--- src/rtl/ipu_pkg.sv ---
// Shared op-code definitions for the pixel processing pipeline and its per-lane ALU.
package ipu_pkg;

  localparam int OP_W = 3;

  localparam logic [OP_W-1:0] OP_ADD     = 3'b000;
  localparam logic [OP_W-1:0] OP_MUL     = 3'b001;
  localparam logic [OP_W-1:0] OP_SUB     = 3'b010;
  localparam logic [OP_W-1:0] OP_AVG     = 3'b011;
  localparam logic [OP_W-1:0] OP_MAX     = 3'b100;
  localparam logic [OP_W-1:0] OP_MIN     = 3'b101;
  localparam logic [OP_W-1:0] OP_ABSDIFF = 3'b110;
  localparam logic [OP_W-1:0] OP_THRESH  = 3'b111;

endpackage : ipu_pkg

--- src/rtl/pixel_alu.sv ---
// Single-lane combinational pixel ALU (unsigned). Define SATURATE_EN to clamp ADD/SUB/MUL
// instead of wrapping modulo 2^DATA_W.
module pixel_alu
  import ipu_pkg::*;
#(
  parameter int DATA_W = 8
) (
  input  logic [DATA_W-1:0] a,
  input  logic [DATA_W-1:0] b,
  input  logic [OP_W-1:0]   op,
  output logic [DATA_W-1:0] y
);

  logic [DATA_W:0]   sum;
  logic [DATA_W:0]   diff;
  logic              a_ge_b;
`ifdef SATURATE_EN
  logic [2*DATA_W-1:0] prod;
`else
  logic [DATA_W-1:0]   prod;
`endif

  always_comb begin
    sum    = {1'b0, a} + {1'b0, b};
    diff   = {1'b0, a} - {1'b0, b};
    // A borrow out of the extended subtraction means a < b.
    a_ge_b = ~diff[DATA_W];
`ifdef SATURATE_EN
    prod   = {{DATA_W{1'b0}}, a} * {{DATA_W{1'b0}}, b};
`else
    prod   = a * b;
`endif
  end

  always_comb begin
    // NOTE: every path assigns y (default first), so no latch is inferred.
    y = '0;
    case (op)
`ifdef SATURATE_EN
      OP_ADD:  y = sum[DATA_W] ? '1 : sum[DATA_W-1:0];
      OP_MUL:  y = (|prod[2*DATA_W-1:DATA_W]) ? '1 : prod[DATA_W-1:0];
      OP_SUB:  y = a_ge_b ? diff[DATA_W-1:0] : '0;
`else
      OP_ADD:  y = sum[DATA_W-1:0];
      OP_MUL:  y = prod;
      OP_SUB:  y = diff[DATA_W-1:0];
`endif
      OP_AVG:     y = sum[DATA_W:1];
      OP_MAX:     y = a_ge_b ? a : b;
      OP_MIN:     y = a_ge_b ? b : a;
      OP_ABSDIFF: y = a_ge_b ? diff[DATA_W-1:0] : (b - a);
      OP_THRESH:  y = a_ge_b ? '1 : '0;
      default:    y = '0;
    endcase
  end

endmodule : pixel_alu

--- src/rtl/pixel_proc_pipe.sv ---
// Two-stage valid/ready pixel pipeline: CHANNELS independent ALU lanes plus a frame pixel
// counter driving Eof. SATURATE_EN (in pixel_alu) selects clamping arithmetic.
module pixel_proc_pipe
  import ipu_pkg::*;
#(
  parameter int DATA_W       = 8,
  parameter int CHANNELS     = 1,
  parameter int FRAME_PIXELS = 65536
) (
  input  logic                         Clk,
  input  logic                         Rst_n,
  input  logic                         Load,
  output logic                         Ready,
  input  logic [CHANNELS*DATA_W-1:0]   A,
  input  logic [CHANNELS*DATA_W-1:0]   B,
  input  logic [OP_W-1:0]              opSel,
  output logic [CHANNELS*DATA_W-1:0]   C,
  output logic                         C_valid,
  input  logic                         C_ready,
  output logic                         Eof
);

  localparam int               BUS_W    = CHANNELS * DATA_W;
  localparam int               CNT_W    = $clog2(FRAME_PIXELS);
  localparam logic [CNT_W-1:0] LAST_PIX = CNT_W'(FRAME_PIXELS - 1);

  logic             s1_valid_q, s1_valid_d;
  logic [BUS_W-1:0] s1_a_q, s1_a_d;
  logic [BUS_W-1:0] s1_b_q, s1_b_d;
  logic [OP_W-1:0]  s1_op_q, s1_op_d;
  logic [BUS_W-1:0] c_q, c_d;
  logic             c_valid_q, c_valid_d;
  logic [CNT_W-1:0] pix_cnt_q, pix_cnt_d;
  logic [BUS_W-1:0] alu_y;
  logic             s1_adv, s2_adv, out_xfer;

  for (genvar k = 0; k < CHANNELS; k++) begin : g_lane
    pixel_alu #(.DATA_W(DATA_W)) u_alu (
      .a  (s1_a_q[k*DATA_W +: DATA_W]),
      .b  (s1_b_q[k*DATA_W +: DATA_W]),
      .op (s1_op_q),
      .y  (alu_y[k*DATA_W +: DATA_W])
    );
  end

  // Each stage advances when its successor is empty or draining this cycle.
  assign s2_adv   = !c_valid_q || C_ready;
  assign s1_adv   = !s1_valid_q || s2_adv;
  assign out_xfer = c_valid_q && C_ready;

  always_comb begin
    s1_valid_d = s1_valid_q;
    s1_a_d     = s1_a_q;
    s1_b_d     = s1_b_q;
    s1_op_d    = s1_op_q;
    c_d        = c_q;
    c_valid_d  = c_valid_q;
    pix_cnt_d  = pix_cnt_q;

    if (s1_adv) begin
      s1_valid_d = Load;
      if (Load) begin
        s1_a_d  = A;
        s1_b_d  = B;
        s1_op_d = opSel;
      end
    end

    if (s2_adv) begin
      c_valid_d = s1_valid_q;
      if (s1_valid_q) c_d = alu_y;
    end

    if (out_xfer) pix_cnt_d = (pix_cnt_q == LAST_PIX) ? '0 : pix_cnt_q + CNT_W'(1);
  end

  // NOTE: state flops use non-blocking assignments so all registers update from pre-edge values.
  always_ff @(posedge Clk or negedge Rst_n) begin
    if (!Rst_n) begin
      s1_valid_q <= 1'b0;
      c_valid_q  <= 1'b0;
      c_q        <= '0;
      pix_cnt_q  <= '0;
    end else begin
      s1_valid_q <= s1_valid_d;
      c_valid_q  <= c_valid_d;
      c_q        <= c_d;
      pix_cnt_q  <= pix_cnt_d;
    end
  end

  // NOTE: stage-1 payload has no reset; it is only consumed while s1_valid_q is set.
  always_ff @(posedge Clk) begin
    s1_a_q  <= s1_a_d;
    s1_b_q  <= s1_b_d;
    s1_op_q <= s1_op_d;
  end

  assign Ready   = s1_adv;
  assign C       = c_q;
  assign C_valid = c_valid_q;
  assign Eof     = c_valid_q && (pix_cnt_q == LAST_PIX);

endmodule : pixel_proc_pipe
--- config.mk ---
export PLATFORM = sky130hd
export DESIGN_NAME = pixel_proc_pipe
export DESIGN_NICKNAME = d
export VERILOG_FILES = /design/src/rtl/ipu_pkg.sv /design/src/rtl/pixel_alu.sv /design/src/rtl/pixel_proc_pipe.sv
export SDC_FILE = /design/constraint.sdc
export NUM_CORES = 1
export LEC_CHECK = 0
export ABC_AREA = 1
export CAP_MARGIN = 10
export CORE_ASPECT_RATIO = 1.5
export CORE_UTILIZATION = 60
export CTS_CLUSTER_DIAMETER = 120
export DETAILED_ROUTE_END_ITERATION = 12
export PLACE_DENSITY = 0.85
export SLEW_MARGIN = 40
export SYNTH_ARGS = -nofsm -noshare
export SYNTH_HDL_FRONTEND = slang
export SYNTH_SLANG_ARGS = --single-unit
export TNS_END_PERCENT = 30
--- constraint.sdc ---
create_clock -name Clk -period 6.8 [get_ports Clk]
set_input_delay 0.68 -clock Clk [delete_from_list [all_inputs] [get_ports Clk]]
set_output_delay 0.68 -clock Clk [all_outputs]
set_load 0.02 [all_outputs]
==> flow_metrics.tcl, run 1 <==
set metrics [dict create \
    status "complete, no violations" \
    clockPowerShare_pct 21.0 \
    wl_per_cell_um 16.6 \
    slew-limit-headroom_pct 43.6 \
    ir_drop_mv 0.204 \
    use_met3_pct 6.45 \
    cp.arrival_ns 4.48 \
    drt_iter0_drc 326 \
    syn-num-nets 755 \
    power.internal_mw 0.668 \
    max_freq_mhz 232 \
    yosys_warnings 0 \
    fillers 662 \
    overflow 0 \
    seqPwrFrac_pct 32.8 \
    synth_edf_count 19 \
    fin_tns_setup_ns 0 \
    cts_setup_buffers 0 \
    cts_sinks 45 \
    rr_worst_depth 21 \
    dp_cells 798 \
    drc_errors 0 \
    antenna_left 0 \
    grt_pass1_vias 4406 \
    firstDrtPassIters 5 \
    ys_seq_area_share_pct 26.1 \
    cts_made_buffers 5 \
    drt_wl_total_um 13400 \
    track_usage_pct 35.5 \
    nets 781 \
    grt_pass1_wl_um 21100 \
    insertion_delay_ns 0.29 \
    p_leak_nw 2.86 \
    h-tree-depth 2 \
    pwr-share-comb_pct 46.2 \
    p_per_area_mw_per_mm2 224 \
    synth.ff_latch_count 45 \
    viasPerCell 5.56 \
    root_buffer "clkbuf_16" \
    slew_violations 0 \
    ff2ff_setup_slack_ns 2.50 \
    async_reset_ff_share_pct 57.8 \
    hold_path_startpoint "C[0]" \
    use_met1_pct 37.7 \
    grt-busiest-layer "met2" \
    cts_resized 0 \
    cts_buffer_depth 2 \
    diodes 0 \
    crit_family "adder cells" \
    drive_gt1_share_pct 4.55 \
    finalHoldViolCount 0 \
    ios 34 \
    maxCapViolations 0 \
    finalSetupViolCount 0 \
    worstReg2RegStart "s1_a_q[1]" \
    rows 39 \
    path_max_fanout 11 \
    dp_slack_ns 2.53 \
    grt_max_degree 30 \
    path_buf_inv 5 \
    p_switching_mw 0.487 \
    hold_buffers 0 \
    tritoncts "done" \
    clk_pin_slew_ns 0.06 \
    hpwl_um 10700 \
    dpl-instance-area_mm2 0.00502 \
    crit_type "flip-flop to flip-flop" \
    ys_types 42 \
    cp_slowest_cell "edfxtp_1" \
    grtUsageMet2_pct 61.5 \
    worst_pin_slew_ns 0.842 \
    netlist_instances 677 \
    fin_cells 806 \
    min_period_ns 4.30 \
    dieArea_mm2 0.00817 \
    skew_ns 0.00160 \
    rsz0062_at_grt "false" \
    swShare_pct 42.2 \
    endpoint_kind "flip-flop" \
    holdPathStages 2 \
    rr_endpoint "C[7]" \
    min_to "C[0]" \
    stdcell_area_mm2 0.00516 \
    antenna_found_initial 0 \
    synth_area_mm2 0.00468 \
    die_h_um 110 \
    core_area_mm2 0.00756 \
    syn_to_final_growth_pct 10.3 \
    route.vias.total 4482 \
    syn_area_per_cell_um2 6.91 \
    gp_congestion 0.986 \
    period_share_pct 63.3 \
    slowest_delay_ns 0.60 \
    start_util_pct 61.9 \
    worst_slack_ns 2.50 \
    synthFlopType "dfrtp_1" \
    io_buffers 33 \
    path_cells "nand2_1 -> fa_1 -> fa_1 -> inv_1 -> fa_1 -> inv_1 -> fa_1 -> inv_1 -> ha_1 -> nand3_1 -> inv_1 -> nor2_1 -> nand2_1 -> nand2_1 -> inv_1 -> nand2_1 -> nand3_1 -> nand3_1 -> nand3_1 -> o21bai_1 -> nand2_1" \
    hold_class "flip-flop to flip-flop" \
    startpoint_type "flip-flop" \
    die-width_um 74.1 \
    whs_ns 0.484 \
    critical_path_required_ns 6.98 \
]
cell usage in the layout (no fill, tap or decap), types with 3 or more instances in the layout:
master,count
nand4_1,10
a221oi_1,5
nor2_2,4
inv_1,140
xor2_1,13
nand3_1,44
nor3_2,3
edfxtp_1,19
nand3_2,3
fa_1,15
clkdlybuf4s50_1,33
o21ai_1,6
a21oi_1,32
nand2_1,199
dfrtp_1,26
nor4_1,3
ha_1,40
o211ai_1,5
o21ai_0,19
nor2_1,41
nor3_1,6
inv_2,4
clkbuf_16,5
metrics by stage:
step	util (%)	power, mW
after CTS	68.3	1.15
after global placement	66.4	0.891
after floorplan	-	0.744
after global routing	68.3	1.24
final	68.3	1.16
after detailed placement	66.4	0.908
cell usage after synthesis, types with 3 or more instances:
master	instances	area share (%)
nand4_1	10	1.3
buf_6	5	1.2
a21oi_1	32	3.4
a221oi_1	5	0.94
o211ai_1	5	0.80
edfxtp_1	19	12
nor2_2	4	0.53
nor3_1	6	0.64
nand3_2	3	0.64
nand3_1	44	4.7
dfrtp_1	26	14
o21ai_0	19	2.0
nor3_2	3	0.64
buf_2	3	0.32
clkbuf_1	4	0.32
inv_1	140	11
o21ai_1	6	0.64
inv_2	4	0.32
xor2_1	13	2.4
ha_1	40	11
fa_1	15	6.4
nor2_1	41	3.3
nor4_1	3	0.40
nand2_1	199	16
worst reg2reg max path, stage by stage (launching register included):
cell and delay, ns:
edfxtp_1 0.60, nand2_1 0.15, fa_1 0.47, fa_1 0.54
inv_1 0.06, fa_1 0.49, inv_1 0.06, fa_1 0.53
inv_1 0.05, ha_1 0.32, nand3_1 0.12, inv_1 0.05
nor2_1 0.08, nand2_1 0.06, nand2_1 0.07, inv_1 0.04
nand2_1 0.06, nand3_1 0.07, nand3_1 0.09, nand3_1 0.07
o21bai_1 0.15, nand2_1 0.06
area by class of cell:
type                    instances  area (um^2)  area share, %
clock inverters                 1         7.51          0.145
well taps                     102          128           2.47
repair buffers                 34          338           6.54
flip-flops and latches         45         1220           23.6
multi-input cells             473         2800           54.2
inverters                     144          541           10.5
clock buffers                   7          133           2.57
worst max path at each step:
stage,from,endpoint,slack (ns),depth (start not counted)
floorplan,s1_a_q[1],C[7],2.85,21
global placement,s1_a_q[1],C[7],2.67,21
detailed placement,s1_a_q[1],C[7],2.53,21
CTS,s1_a_q[1],C[7],2.52,21
global route,s1_a_q[1],C[7],2.20,21
finish,s1_a_q[1],C[7],2.50,21
per-layer routing:
| metal | vias to the layer above | wire, um |
|---|---|---|
| met2 | 184 | 6750 |
| met5 | - | 0 |
| met4 | 0 | 908 |
| met3 | 63 | 692 |
| li1 | 2168 | - |
| met1 | 2067 | 5030 |
power groups by stage:
stage                     clock [mW]  combinational, mW  sequential, mW
after floorplan                    0              0.355           0.390
after global placement             0              0.512           0.379
after CTS                      0.247              0.529           0.378
after global routing           0.254              0.607           0.383
after detailed placement           0              0.526           0.383
final                          0.243              0.534           0.379
logic make-up after synthesis:
family                   count (synthesis)  synth area share [%]
XOR/XNOR                                15                  2.81
AO/OA/AOI/OAI                           79                  9.81
buffers and inverters                  159                  14.1
AND/OR/NAND/NOR                        324                  30.0
adder cells (fa/ha/maj)                 55                  17.1
flip-flops                              45                  26.1
sequential cells by signal, indices dropped and copies added (netlist names):
register	count
s1_b_q	8
C	8
pix_cnt_q	16
s1_valid_q	1
s1_op_q	3
s1_a_q	8
C_valid	1
Power figures use the tool's default switching activity.
==> inputs of run 2 (changes only) <==
==> constraint.sdc (replaced) <==
create_clock -name Clk -period 4.3 [get_ports Clk]
set_input_delay 0.43 -clock Clk [delete_from_list [all_inputs] [get_ports Clk]]
set_output_delay 0.43 -clock Clk [all_outputs]
set_load 0.02 [all_outputs]
==> flow_metrics.tcl, run 2 (synthesized netlist as in run 1, its figures left out) <==
set metrics [dict create \
    maxCapViolations 0 \
    critical_path_required_ns 4.49 \
    min_period_ns 4.14 \
    firstDrtPassIters 5 \
    slew_violations 0 \
    p_leak_nw 2.96 \
    dp_cells 809 \
    path_max_fanout 4 \
    ir_drop_mv 0.350 \
    grt_pass1_wl_um 21100 \
    endpoint_kind "flip-flop" \
    wl_per_cell_um 16.5 \
    drt_iter0_drc 338 \
    crit_type "flip-flop to flip-flop" \
    hold_class "flip-flop to flip-flop" \
    core_area_mm2 0.00756 \
    p_per_area_mw_per_mm2 360 \
    largest_reg_flops 16 \
    layout_common_cells "nand2_1, inv_1, nand3_1" \
    nets 799 \
    drt_wl_total_um 13600 \
    antenna_left 0 \
    clk_pin_slew_ns 0.07 \
    cp_slowest_cell "fa_1" \
    insertion_delay_ns 0.29 \
    die_h_um 110 \
    root_buffer "clkbuf_16" \
    cts_sinks 45 \
    finalSetupViolCount 0 \
    period_share_pct 96.2 \
    slew-limit-headroom_pct 47.9 \
    dieArea_mm2 0.00817 \
    start_util_pct 61.9 \
    cts_made_buffers 5 \
    slowest_delay_ns 0.55 \
    drc_errors 0 \
    path_buf_inv 6 \
    tritoncts "done" \
    diodes 0 \
    finalHoldViolCount 0 \
    fin_cells 824 \
    grt_max_degree 27 \
    syn_to_final_growth_pct 14.1 \
    startpoint_type "flip-flop" \
    grt_pass1_vias 4503 \
    path_cells "buf_4 -> nand2_1 -> inv_1 -> fa_1 -> ha_1 -> fa_1 -> inv_1 -> fa_1 -> inv_1 -> ha_1 -> nand3_1 -> inv_1 -> nor2_1 -> nand2_1 -> nand2_1 -> inv_1 -> nand2_1 -> nand3_1 -> nand3_1 -> nand3_1 -> o21bai_1 -> nand2_1" \
    worst_pin_slew_ns 0.776 \
    hpwl_um 10800 \
    cts_buffer_depth 2 \
    ios 34 \
    drive_gt1_share_pct 7.34 \
    crit_family "adder cells" \
    viasPerCell 5.56 \
    final_common_cell "nand2_1" \
    rows 39 \
    worst_slack_ns 0.162 \
    gp_congestion 1.04 \
    overflow 0 \
    status "complete, no violations" \
    cp.arrival_ns 4.32 \
    max_freq_mhz 242 \
    antenna_found_initial 0 \
    hold_buffers 0 \
    largest-register "pix_cnt_q" \
    h-tree-depth 2 \
    die-width_um 74.1 \
    dp_slack_ns 0.179 \
    io_buffers 33 \
    skew_ns 0.00426 \
    route.vias.total 4580 \
    track_usage_pct 35.2 \
]
## run 2: changes by cell type in the layout (fill, tap and decap cells not counted), sizes merged
cell	delta
clkbuf	-2
buf	+18
clkinv	+1
clkinvlp	-1
inv	+1
bufinv	+1
## run 2: routing by layer
metal,share of wire (%),vias up,GRT usage (%)
met4,5.6,0,20.7
met1,37,2116,38.5
met3,6.6,64,6.36
li1,-,2207,-
met2,51,193,62.3
met5,0,-,0
## run 2: power breakdown
group | leakage (nW) | internal (mW) | switching (mW) | total (mW)
Clock | 0.0848 | 0.279 | 0.180 | 0.459
Combinational | 2.37 | 0.335 | 0.543 | 0.879
Sequential | 0.507 | 0.521 | 0.0618 | 0.583
## run 2: timing repair
item / 4_1_cts / 5_1_grt
endpoints found under the setup margin: 0 / 1
resized for setup: 0 / 2
setup buffers: 0 / 7
## run 2: final timing paths
check / from / to / slack [ns] / cells after the start
max: s1_a_q[2] / C[7] / 0.16 / 22
min reg2reg: C[5] / C[5] / 0.49 / 2
min: C[5] / C[5] / 0.49 / 2
max reg2reg: s1_a_q[2] / C[7] / 0.16 / 22
min in group asynchronous: Rst_n / C[2] / 0.51 / 2
max in group asynchronous: Rst_n / pix_cnt_q[10] / 3.51 / 2
## run 2: worst register-to-register path, delay by kind of cell, from the launching register on
family / cells / cell delay [ns]
flip-flops: 1 / 0.45
adder cells (fa/ha/maj): 5 / 2.21
AND/OR/NAND/NOR: 10 / 0.81
buffers and inverters: 6 / 0.42
AO/OA/AOI/OAI: 1 / 0.14
## run 2: per-stage QoR
step,TNS [ns],utilization (%),hold slack [ns],power (mW),area (um^2)
2_1_floorplan,0,-,0.134,1.18,4680
3_3_place_gp,0,67.5,0.465,1.41,5110
3_5_place_dp,0,67.5,0.472,1.44,5110
4_1_cts,0,69.8,0.490,1.90,5280
5_1_grt,-0.0449,70.6,0.522,2.05,5340
6_report,0,70.6,0.488,1.92,5340
## run 2: area by class of cell
class / instances / area [um^2]
Clock inverter: 3 / 47.5
Inverter: 144 / 541
Multi-Input combinational cell: 473 / 2800
Sequential cell: 45 / 1220
Clock buffer: 5 / 125
Tap cell: 102 / 128
Fill cell: 627 / 2220
Timing Repair Buffer: 52 / 477
==> inputs of run 3 (changes only) <==
--- a/config.mk
+++ b/config.mk
@@ -15,5 +15,6 @@
 export SLEW_MARGIN = 40
 export SYNTH_ARGS = -nofsm -noshare
 export SYNTH_HDL_FRONTEND = slang
+export SYNTH_HIERARCHICAL = 1
 export SYNTH_SLANG_ARGS = --single-unit
 export TNS_END_PERCENT = 30
==> constraint.sdc (replaced) <==
create_clock -name Clk -period 4 [get_ports Clk]
set_input_delay 0.4 -clock Clk [delete_from_list [all_inputs] [get_ports Clk]]
set_output_delay 0.4 -clock Clk [all_outputs]
set_load 0.02 [all_outputs]
==> flow_metrics.tcl, run 3 <==
set metrics [dict create \
    ir_drop_mv 0.470 \
    antenna_found_initial 0 \
    rsz0062_at_grt "true" \
    wl_per_cell_um 16.8 \
    worst_pin_slew_ns 0.792 \
    die-width_um 75.1 \
    ios 34 \
    largest-register "pix_cnt_q" \
    synth_area_mm2 0.00481 \
    crit_path_frequent_cell "inv_1" \
    syn-num-nets 747 \
    largest_reg_flops 16 \
    drt_wl_total_um 13900 \
    skew_ns 0.00784 \
    rr_endpoint "C[6]" \
    synth.ff_latch_count 45 \
    cts_made_buffers 5 \
    endpoint_kind "flip-flop" \
    route.vias.total 4644 \
    status "complete, no violations" \
    cts_buffer_depth 2 \
    finalHoldViolCount 0 \
    drt_iter0_drc 419 \
    insertion_delay_ns 0.29 \
    ys_types 48 \
    gp_congestion 0.945 \
    period_share_pct 99.1 \
    swShare_pct 42.4 \
    slowest_delay_ns 0.53 \
    min_period_ns 3.96 \
    tritoncts "done" \
    synth.largest_area_cell "nand2_1" \
    io_buffers 33 \
    path_cells "ha_2 -> inv_1 -> fa_2 -> inv_2 -> fa_1 -> ha_1 -> inv_1 -> fa_1 -> inv_1 -> ha_4 -> nand2_1 -> nand2_1 -> a31oi_1 -> inv_1 -> o21ai_1 -> a21oi_1 -> nor2_1 -> nand3_1 -> mux2_2" \
    slew_violations 0 \
    pwr-share-comb_pct 50.3 \
    clk_pin_slew_ns 0.07 \
    viasPerCell 5.63 \
    grt_max_degree 33 \
    synth_common_cells "nand2_1, inv_1, nand3_1, ha_1, nor2_1" \
    rows 39 \
    dp_cells 806 \
    worstReg2RegStart "s1_b_q[2]" \
    fin_cells 825 \
    ff2ff_setup_slack_ns 0.04 \
    synth_top_area_share_pct 15.1 \
    synth.most_common_cell "nand2_1" \
    cp_slowest_cell "fa_1" \
    final_common_cell "nand2_1" \
    drc_errors 0 \
    drive_gt1_share_pct 16.0 \
    maxCapViolations 0 \
    antenna_left 0 \
    seqPwrFrac_pct 30.6 \
    firstDrtPassIters 6 \
    synth_edf_count 19 \
    overflow 0 \
    fin_tns_setup_ns 0 \
    dieArea_mm2 0.00839 \
    hold_class "input pin to asynchronous set/reset pin" \
    critical_path_required_ns 4.18 \
    clockPowerShare_pct 19.1 \
    netlist_instances 669 \
    layout_common_cells "nand2_1, inv_1, nand3_1" \
    diodes 0 \
    core_area_mm2 0.00771 \
    max_freq_mhz 252 \
    async_reset_ff_share_pct 57.8 \
    path_max_fanout 5 \
    start_util_pct 62.4 \
    die_h_um 112 \
    p_leak_nw 2.97 \
    rr_worst_depth 19 \
    grt_pass1_vias 4618 \
    track_usage_pct 34.4 \
    power.internal_mw 1.25 \
    yosys_warnings 6 \
    synthFlopType "dfrtp_1" \
    syn_to_final_growth_pct 15.6 \
    synthTopCellsByArea "nand2_1, dfrtp_1, edfxtp_1" \
    crit_family "adder cells" \
    root_buffer "clkbuf_16" \
    grt_pass1_wl_um 21500 \
    total_power_mw 2.17 \
    finalSetupViolCount 0 \
    p_per_area_mw_per_mm2 390 \
    path_buf_inv 5 \
    syn_area_per_cell_um2 7.20 \
    cts_sinks 45 \
    hpwl_um 10500 \
    h-tree-depth 2 \
    slew-limit-headroom_pct 47.2 \
    fillers 648 \
    startpoint_type "flip-flop" \
    p_switching_mw 0.920 \
    crit_type "flip-flop to flip-flop" \
    cp.arrival_ns 4.14 \
    ys_seq_area_share_pct 25.4 \
    nets 800 \
]
run 3: kinds of logic after synthesis:
kind of cell / share of synthesized area [%]
adders and majority gates: 16.6
xor gates and xnor gates: 2.36
buffers and inverters: 13.2
and+or+nand+nor: 31.2
muxes: 1.87
AOI/OAI and AO/OA: 9.36
DFF: 25.4
run 3: routing by layer:
| layer | GRT usage, % | vias to the layer above | part of all wire (%) |
|---|---|---|---|
| li1 | - | 2199 | - |
| met1 | 38.1 | 2193 | 38 |
| met2 | 59.3 | 205 | 52 |
| met3 | 6.33 | 47 | 5.5 |
| met4 | 20.4 | 0 | 5.3 |
| met5 | 0 | - | 0 |
run 3: worst max-delay path by stage:
stage / startpoint / endpoint / slack (ns) / depth (start not counted)
after global routing: s1_b_q[2] / C[6] / -0.05 / 19
after floorplan: s1_a_q[1] / C[7] / 0.05 / 16
after global placement: s1_b_q[2] / C[7] / 0.08 / 15
after CTS: s1_b_q[2] / C[6] / 0.01 / 19
final: s1_b_q[2] / C[6] / 0.04 / 19
after detailed placement: s1_a_q[2] / C[6] / -0.03 / 19
run 3: layout make-up:
cell class / count / area (um^2) / share of cell area [%]
Multi-Input combinational cell: 476 / 3020 / 54.3
Sequential cell: 45 / 1220 / 21.9
Timing Repair Buffer: 62 / 547 / 9.82
Inverter: 132 / 503 / 9.03
Tap cell: 102 / 128 / 2.29
Clock buffer: 5 / 125 / 2.25
Clock inverter: 3 / 21.3 / 0.382
run 3: power groups by stage:
stage               logic [mW]  registers, mW  clock network, mW
global placement         0.972          0.666                  0
detailed placement        1.01          0.671                  0
CTS                       1.02          0.661              0.420
finish                    1.09          0.664              0.414
floorplan                0.655          0.702                  0
global route              1.20          0.673              0.439
run 3: timing repair:
action | CTS | global route
setup endpoints to repair | 2 | 3
setup buffers | 4 | 7
pin swaps | 0 | 10
gates resized for setup | 0 | 16
hold buffers | 0 | 0
run 3: worst reg2reg max path, stage by stage (launching register included):
cell and delay (ns):
edfxtp_1 0.44, ha_2 0.22, inv_1 0.07, fa_2 0.40, inv_2 0.09, fa_1 0.40
ha_1 0.29, inv_1 0.06, fa_1 0.53, inv_1 0.07, ha_4 0.25, nand2_1 0.06
nand2_1 0.05, a31oi_1 0.14, inv_1 0.08, o21ai_1 0.15, a21oi_1 0.08, nor2_1 0.12
nand3_1 0.09, mux2_2 0.26
run 3: metrics by stage:
| stage | hold slack, ns | util (%) | instance area [um^2] | worst slack, ns |
|---|---|---|---|---|
| final | 0.0251 | 72.2 | 5570 | 0.0361 |
| after global routing | 0.0413 | 72.2 | 5570 | -0.0483 |
| after CTS | 0.500 | 70.7 | 5450 | 0.0133 |
| after detailed placement | 0.488 | 68.4 | 5280 | -0.0307 |
| after global placement | 0.488 | 68.4 | 5280 | 0.0830 |
| after floorplan | 0.104 | - | 4830 | 0.0451 |
==> variant 1: new RTL, settings of run 2 <==
Set the parameter `FRAME_PIXELS` to 32768 (it was 65536).
--- a/src/rtl/pixel_proc_pipe.sv
+++ b/src/rtl/pixel_proc_pipe.sv
@@ -5,7 +5,7 @@
 #(
   parameter int DATA_W       = 8,
   parameter int CHANNELS     = 1,
-  parameter int FRAME_PIXELS = 65536
+  parameter int FRAME_PIXELS = 32768
 ) (
   input  logic                         Clk,
   input  logic                         Rst_n,
Formal check against the unedited RTL: no difference found for any inputs over 4 cycles, from zero or initial values and one cycle with Rst_n low; that may be too few to reach the edited logic, so the function may still have changed.
==> variant 1 against run 2 <==
  * Sequential cell count fell by 1
  * Critical endpoint unchanged
  * Final cell count is 5.3% lower
  * Synthesized area is 3.3% lower
  * Utilization down 0.74 points
  * Combinational power up 2%
  * Total power is 7.7% lower
  * Routed wire length is 6.7% lower
  * Cell area decreased by 4.8%
  * Setup slack better by 0.085 ns
  * Fmax grew 2.1%
  * Synthesized cell count is 5.6% lower
==> variant 1: results (changes against run 2) <==
| Metric | Value |
|---|---|
| Clk slew on worst S/H paths | 0.09 ns (was 0.07 ns) |
| Clock buffers | 6 (was 5) |
| Layout cell share with drive strength beyond 1 | 7.50% (was 7.34%) |
| Multi-In Gates | 447 (was 473) |
| First-pass GRT wire length | 20.4 mm (was 21.1 mm) |
| Max reg flops | 15 (was 16) |
| Non-clk bufs | 46 (was 52) |
| Total track usage | 34.8% (was 35.2%) |
| Fraction of area in registers | 23.5% (was 22.9%) |
| Final HPWL DP | 10.1 mm (was 10.8 mm) |
| Register area share after synthesis | 26.4% (was 26.1%) |
| Clk_lat worst skew | 0.30 ns |
| Syn Nets | 717 (was 755) |
| Net switching power | 780 µW (was 785 µW) |
| Final Skew | 0.00571 ns (was 0.00426 ns) |
| Crit-path leading delay family | adder cells (unchanged) |
| Diodes inserted | 0 (unchanged) |
| Clk tree area frac | 1.82% (was 3.23%) |
| Clock group power | 277 µW (was 459 µW) |
| Fraction of registers with async set/reset | 56.8% (was 57.8%) |
| Most instantiated cells after synthesis | 176 x nand2_1, 133 x inv_1, 46 x nand3_1 (was 199 x nand2_1, 140 x inv_1, 44 x nand3_1) |
| Vias | 4395 (was 4580) |
| Min-delay worst type | in2async (was reg2reg) |
| Status | finished, final reports clean (unchanged) |
| Reg2Reg Launch Point | s1_b_q[3] (was s1_a_q[2]) |
| P_seq | 597 µW (was 583 µW) |
| Synth area leaders | nand2_1 15%, dfrtp_1 14%, edfxtp_1 13%, ha_1 11%, inv_1 11% (was nand2_1 16%, dfrtp_1 14%, edfxtp_1 12%, inv_1 11%, ha_1 11%) |
| Crit path DAT | 4.26 ns (was 4.32 ns) |
| Nets | 757 (was 799) |
| Netlist cell types | 44 (was 42) |
| Min Hold Slack | 0.122 ns (was 0.488 ns) |
| P_leak | 2.81 nW (was 2.96 nW) |
| Fillers | 616 (was 627) |
| Post-synthesis register bit count | 44 (was 45) |
| Root Buffer | clkbuf_8 (was clkbuf_16) |
| Instance count on the critical path | 18 (was 22) |
| Pin count of the biggest net entering global routing | 26 (was 27) |
| NonClk Buf Share | 8.32% (was 8.93%) |
| Die Area | 7900 µm² (was 8170 µm²) |
| Layout area overhead | 12.3% (was 14.1%) |
| Invs w/o clock | 135 (was 144) |
| Startpoint types | flip-flop (unchanged) |
| Worst R2R Path Depth | 18 (was 22) |
| R2R Setup Slk | 0.25 ns (was 0.16 ns) |
| 1st-iter DRT viols | 351 (was 338) |
| Multi-input gate share of the layout cell area | 53.9% (was 52.4%) |
| Worst-margin pin slew | 0.768 ns (was 0.776 ns) |
| Routed WL | 12.7 mm (was 13.6 mm) |
| Placed inst area | 4940 µm² (was 5110 µm²) |
| VDD IR max | 0.318 mV (was 0.350 mV) |
==> variant 1: per-stage QoR <==
step                      power [mW]  cells  setup slack [ns]
after global placement          1.44    767             0.337
after detailed placement        1.48    767             0.124
final                           1.77    780             0.247
after floorplan                 1.21    639             0.424
after CTS                       1.75    775             0.114
after global routing            1.90    780            0.0230
==> variant 1: timing repair <==
action                                  4_1_cts  5_1_grt
setup buffers                                 0        5
endpoints found under the setup margin        0        2
resized for setup                             0        2
==> variant 1: per-layer routing <==
layer / global-route usage (%) / routed length (µm)
met4: 29.1 / 1180
met2: 61.0 / 6510
met1: 35.5 / 4450
met3: 5.50 / 546
met5: 0 / 0
==> variant 1: kinds of logic after synthesis <==
group	Yosys count	share of synthesized area, %
AND/OR/NAND/NOR	297	28.6
AO/OA/AOI/OAI	81	11.2
XOR/XNOR	14	2.71
flip-flops	44	26.4
adder cells (fa/ha/maj)	55	17.7
buffers and inverters	148	13.4
==> variant 2: new RTL, flow settings as in run 2 <==
Made on the original files. Remove the case item `OP_ABSDIFF` of the case on `op`.
--- a/src/rtl/pixel_alu.sv
+++ b/src/rtl/pixel_alu.sv
@@ -48,7 +48,6 @@
       OP_AVG:     y = sum[DATA_W:1];
       OP_MAX:     y = a_ge_b ? a : b;
       OP_MIN:     y = a_ge_b ? b : a;
-      OP_ABSDIFF: y = a_ge_b ? diff[DATA_W-1:0] : (b - a);
       OP_THRESH:  y = a_ge_b ? '1 : '0;
       default:    y = '0;
     endcase
Formal check against the unedited RTL: not equivalent (Yosys sat finds a counterexample within 4 cycles, from zero or initial values and one cycle with Rst_n low).
==> variant 2 against run 2 <==
  * Setup slack better by 0.036 ns
  * Largest cell class unchanged
  * Routed wire length down 16%
  * Hold slack worse by 0.37 ns
  * Total power down 13%
  * Synthesized area down 7.6%
  * Combinational power down 9.3%
  * Cell area down 8.1%
  * First-iteration DRC count down 14%
  * Sequential cell count unchanged
==> variant 2: results (changes against run 2) <==
| Metric | Value |
|---|---|
| Status | finished, final reports clean (unchanged) |
| Most instantiated cells after synthesis | 176 x nand2_1, 113 x inv_1, 43 x nand3_1 (was 199 x nand2_1, 140 x inv_1, 44 x nand3_1) |
| Min-delay worst type | in2async (was reg2reg) |
| Routed WL | 11.5 mm (was 13.6 mm) |
| Synth Area in Compound Gates | 8.97% (was 9.81%) |
| Layout cell share with drive strength beyond 1 | 10.9% (was 7.34%) |
| Critical Path Fanout Max | 7 (was 4) |
| Final HPWL DP | 9.02 mm (was 10.8 mm) |
| Nets | 721 (was 799) |
| Crit-path leading delay family | adder cells (unchanged) |
| Fraction of registers with async set/reset | 57.8% (unchanged) |
| Crit-path slowest cell | fa_1 (unchanged) |
| Pin count of the biggest net entering global routing | 29 (was 27) |
| Synthesized-area fraction occupied by adder cells | 16.0% (was 17.1%) |
| YS warnings | 0 (unchanged) |
| Crit path DAT | 4.31 ns (was 4.32 ns) |
| Placed cells | 708 (was 809) |
| CTS H-Tree Depth | 2 (unchanged) |
| Syn Nets | 672 (was 755) |
| Register area share after synthesis | 28.2% (was 26.1%) |
| GP Congestion | 0.979 (was 1.04) |
| Xor and xnor area share after synthesis | 2.43% (was 2.81%) |
| Port buffer count | 33 (unchanged) |
| Clk slew on worst S/H paths | 0.09 ns (was 0.07 ns) |
| Primary FF master, synth | dfrtp_1 (unchanged) |
| Pre-antenna DRT Iters | 6 (was 5) |
| Cells after Synth | 602 (was 677) |
| Fin. Hold Viols | 0 (unchanged) |
| CTS Buffer Depth | 2 (unchanged) |
| Cts bufs inserted | 5 (unchanged) |
| VDD IR max | 0.344 mV (was 0.350 mV) |
| Fin cells | 730 (was 824) |
| Final Skew | 0.00972 ns (was 0.00426 ns) |
| Root Buffer | clkbuf_8 (was clkbuf_16) |
| Vias | 4130 (was 4580) |
| First-pass GRT wire length | 18.2 mm (was 21.1 mm) |
| Synth area leaders | nand2_1 15%, dfrtp_1 15%, edfxtp_1 13%, inv_1 9.8%, ha_1 9.5% (was nand2_1 16%, dfrtp_1 14%, edfxtp_1 12%, inv_1 11%, ha_1 11%) |
| P_leak | 2.67 nW (was 2.96 nW) |
| 1st-iter DRT viols | 289 (was 338) |
| Fillers | 543 (was 627) |
| Clk_lat worst skew | 0.31 ns (was 0.29 ns) |
| Vias in the first global route | 4029 (was 4503) |
| Total track usage | 31.4% (was 35.2%) |
| Netlist cell types | 43 (was 42) |
| Net Sw Frac | 43.0% (was 40.9%) |
| Slew headroom | 50.7% (was 47.9%) |
## variant 2: cell count changes after synthesis, sizes merged, moves of 3 or more
cell           run 2  this run
a21oi             34        24
a221oi             5         1
and3               0         3
ha                40        33
inv              144       124
nand2            203       186
nand3             47        44
nand4             10        14
nor2              46        32
nor3               9        12
o211ai             5         9
o21ai             27        24
xor2              13        10
## variant 2: cells by family after synthesis
group / count (synthesis)
adder cells (fa/ha/maj): 47
AO/OA/AOI/OAI: 63
buffers and inverters: 139
AND/OR/NAND/NOR: 296
flip-flops: 45
XOR/XNOR: 12
## variant 2: power groups by stage
stage	Clock, mW	Sequential [mW]	Combinational, mW
2_1_floorplan	0	0.631	0.522
3_3_place_gp	0	0.611	0.749
3_5_place_dp	0	0.615	0.771
4_1_cts	0.274	0.609	0.778
5_1_grt	0.288	0.616	0.884
6_report	0.267	0.610	0.797
## variant 2: metal layers
metal	up-vias	routed length (µm)	track usage [%]
li1	2000	-	-
met1	1893	4220	33.0
met2	176	5980	57.3
met3	61	498	4.36
met4	0	757	20.0
met5	-	0	0
## variant 2: layout make-up
type                            count  area [µm²]  share of cell area (%)
Sequential cell                    45        1220                    24.9
Multi-Input combinational cell    418        2530                    51.6
Tap cell                           78        97.6                    1.99
Timing Repair Buffer               55         490                    10.0
Clock buffer                        5        68.8                    1.40
Inverter                          126         473                    9.64
Clock inverter                      3        21.3                   0.434
## variant 2: final timing paths
check / startpoint / endpoint / slack, ns / cells after the start
worst max-delay path: s1_a_q[2] / C[7] / 0.20 / 22
min in group Clk: pix_cnt_q[14] / pix_cnt_q[14] / 0.48 / 1
max in group asynchronous: Rst_n / pix_cnt_q[4] / 3.79 / 1
worst min register to register: pix_cnt_q[14] / pix_cnt_q[14] / 0.48 / 1
worst max register to register: s1_a_q[2] / C[7] / 0.20 / 22
worst min-delay path: Rst_n / pix_cnt_q[15] / 0.11 / 1
## variant 2: timing repair
| item | 4_1_cts | 5_1_grt |
|---|---|---|
| buffers inserted | 0 | 14 |
| endpoints found under the setup margin | 0 | 1 |
| hold buffers | 0 | 0 |
| resized for setup | 0 | 0 |
## variant 2: stage by stage
| step | TNS (ns) | hold WS, ns | worst slack (ns) | instance area, µm² |
|---|---|---|---|---|
| after global routing | -0.0179 | 0.159 | -0.0179 | 4910 |
| after global placement | 0 | 0.464 | 0.346 | 4720 |
| after floorplan | 0 | 0.134 | 0.358 | 4330 |
| final | 0 | 0.114 | 0.198 | 4910 |
| after CTS | 0 | 0.124 | 0.167 | 4800 |
| after detailed placement | 0 | 0.464 | 0.179 | 4710 |
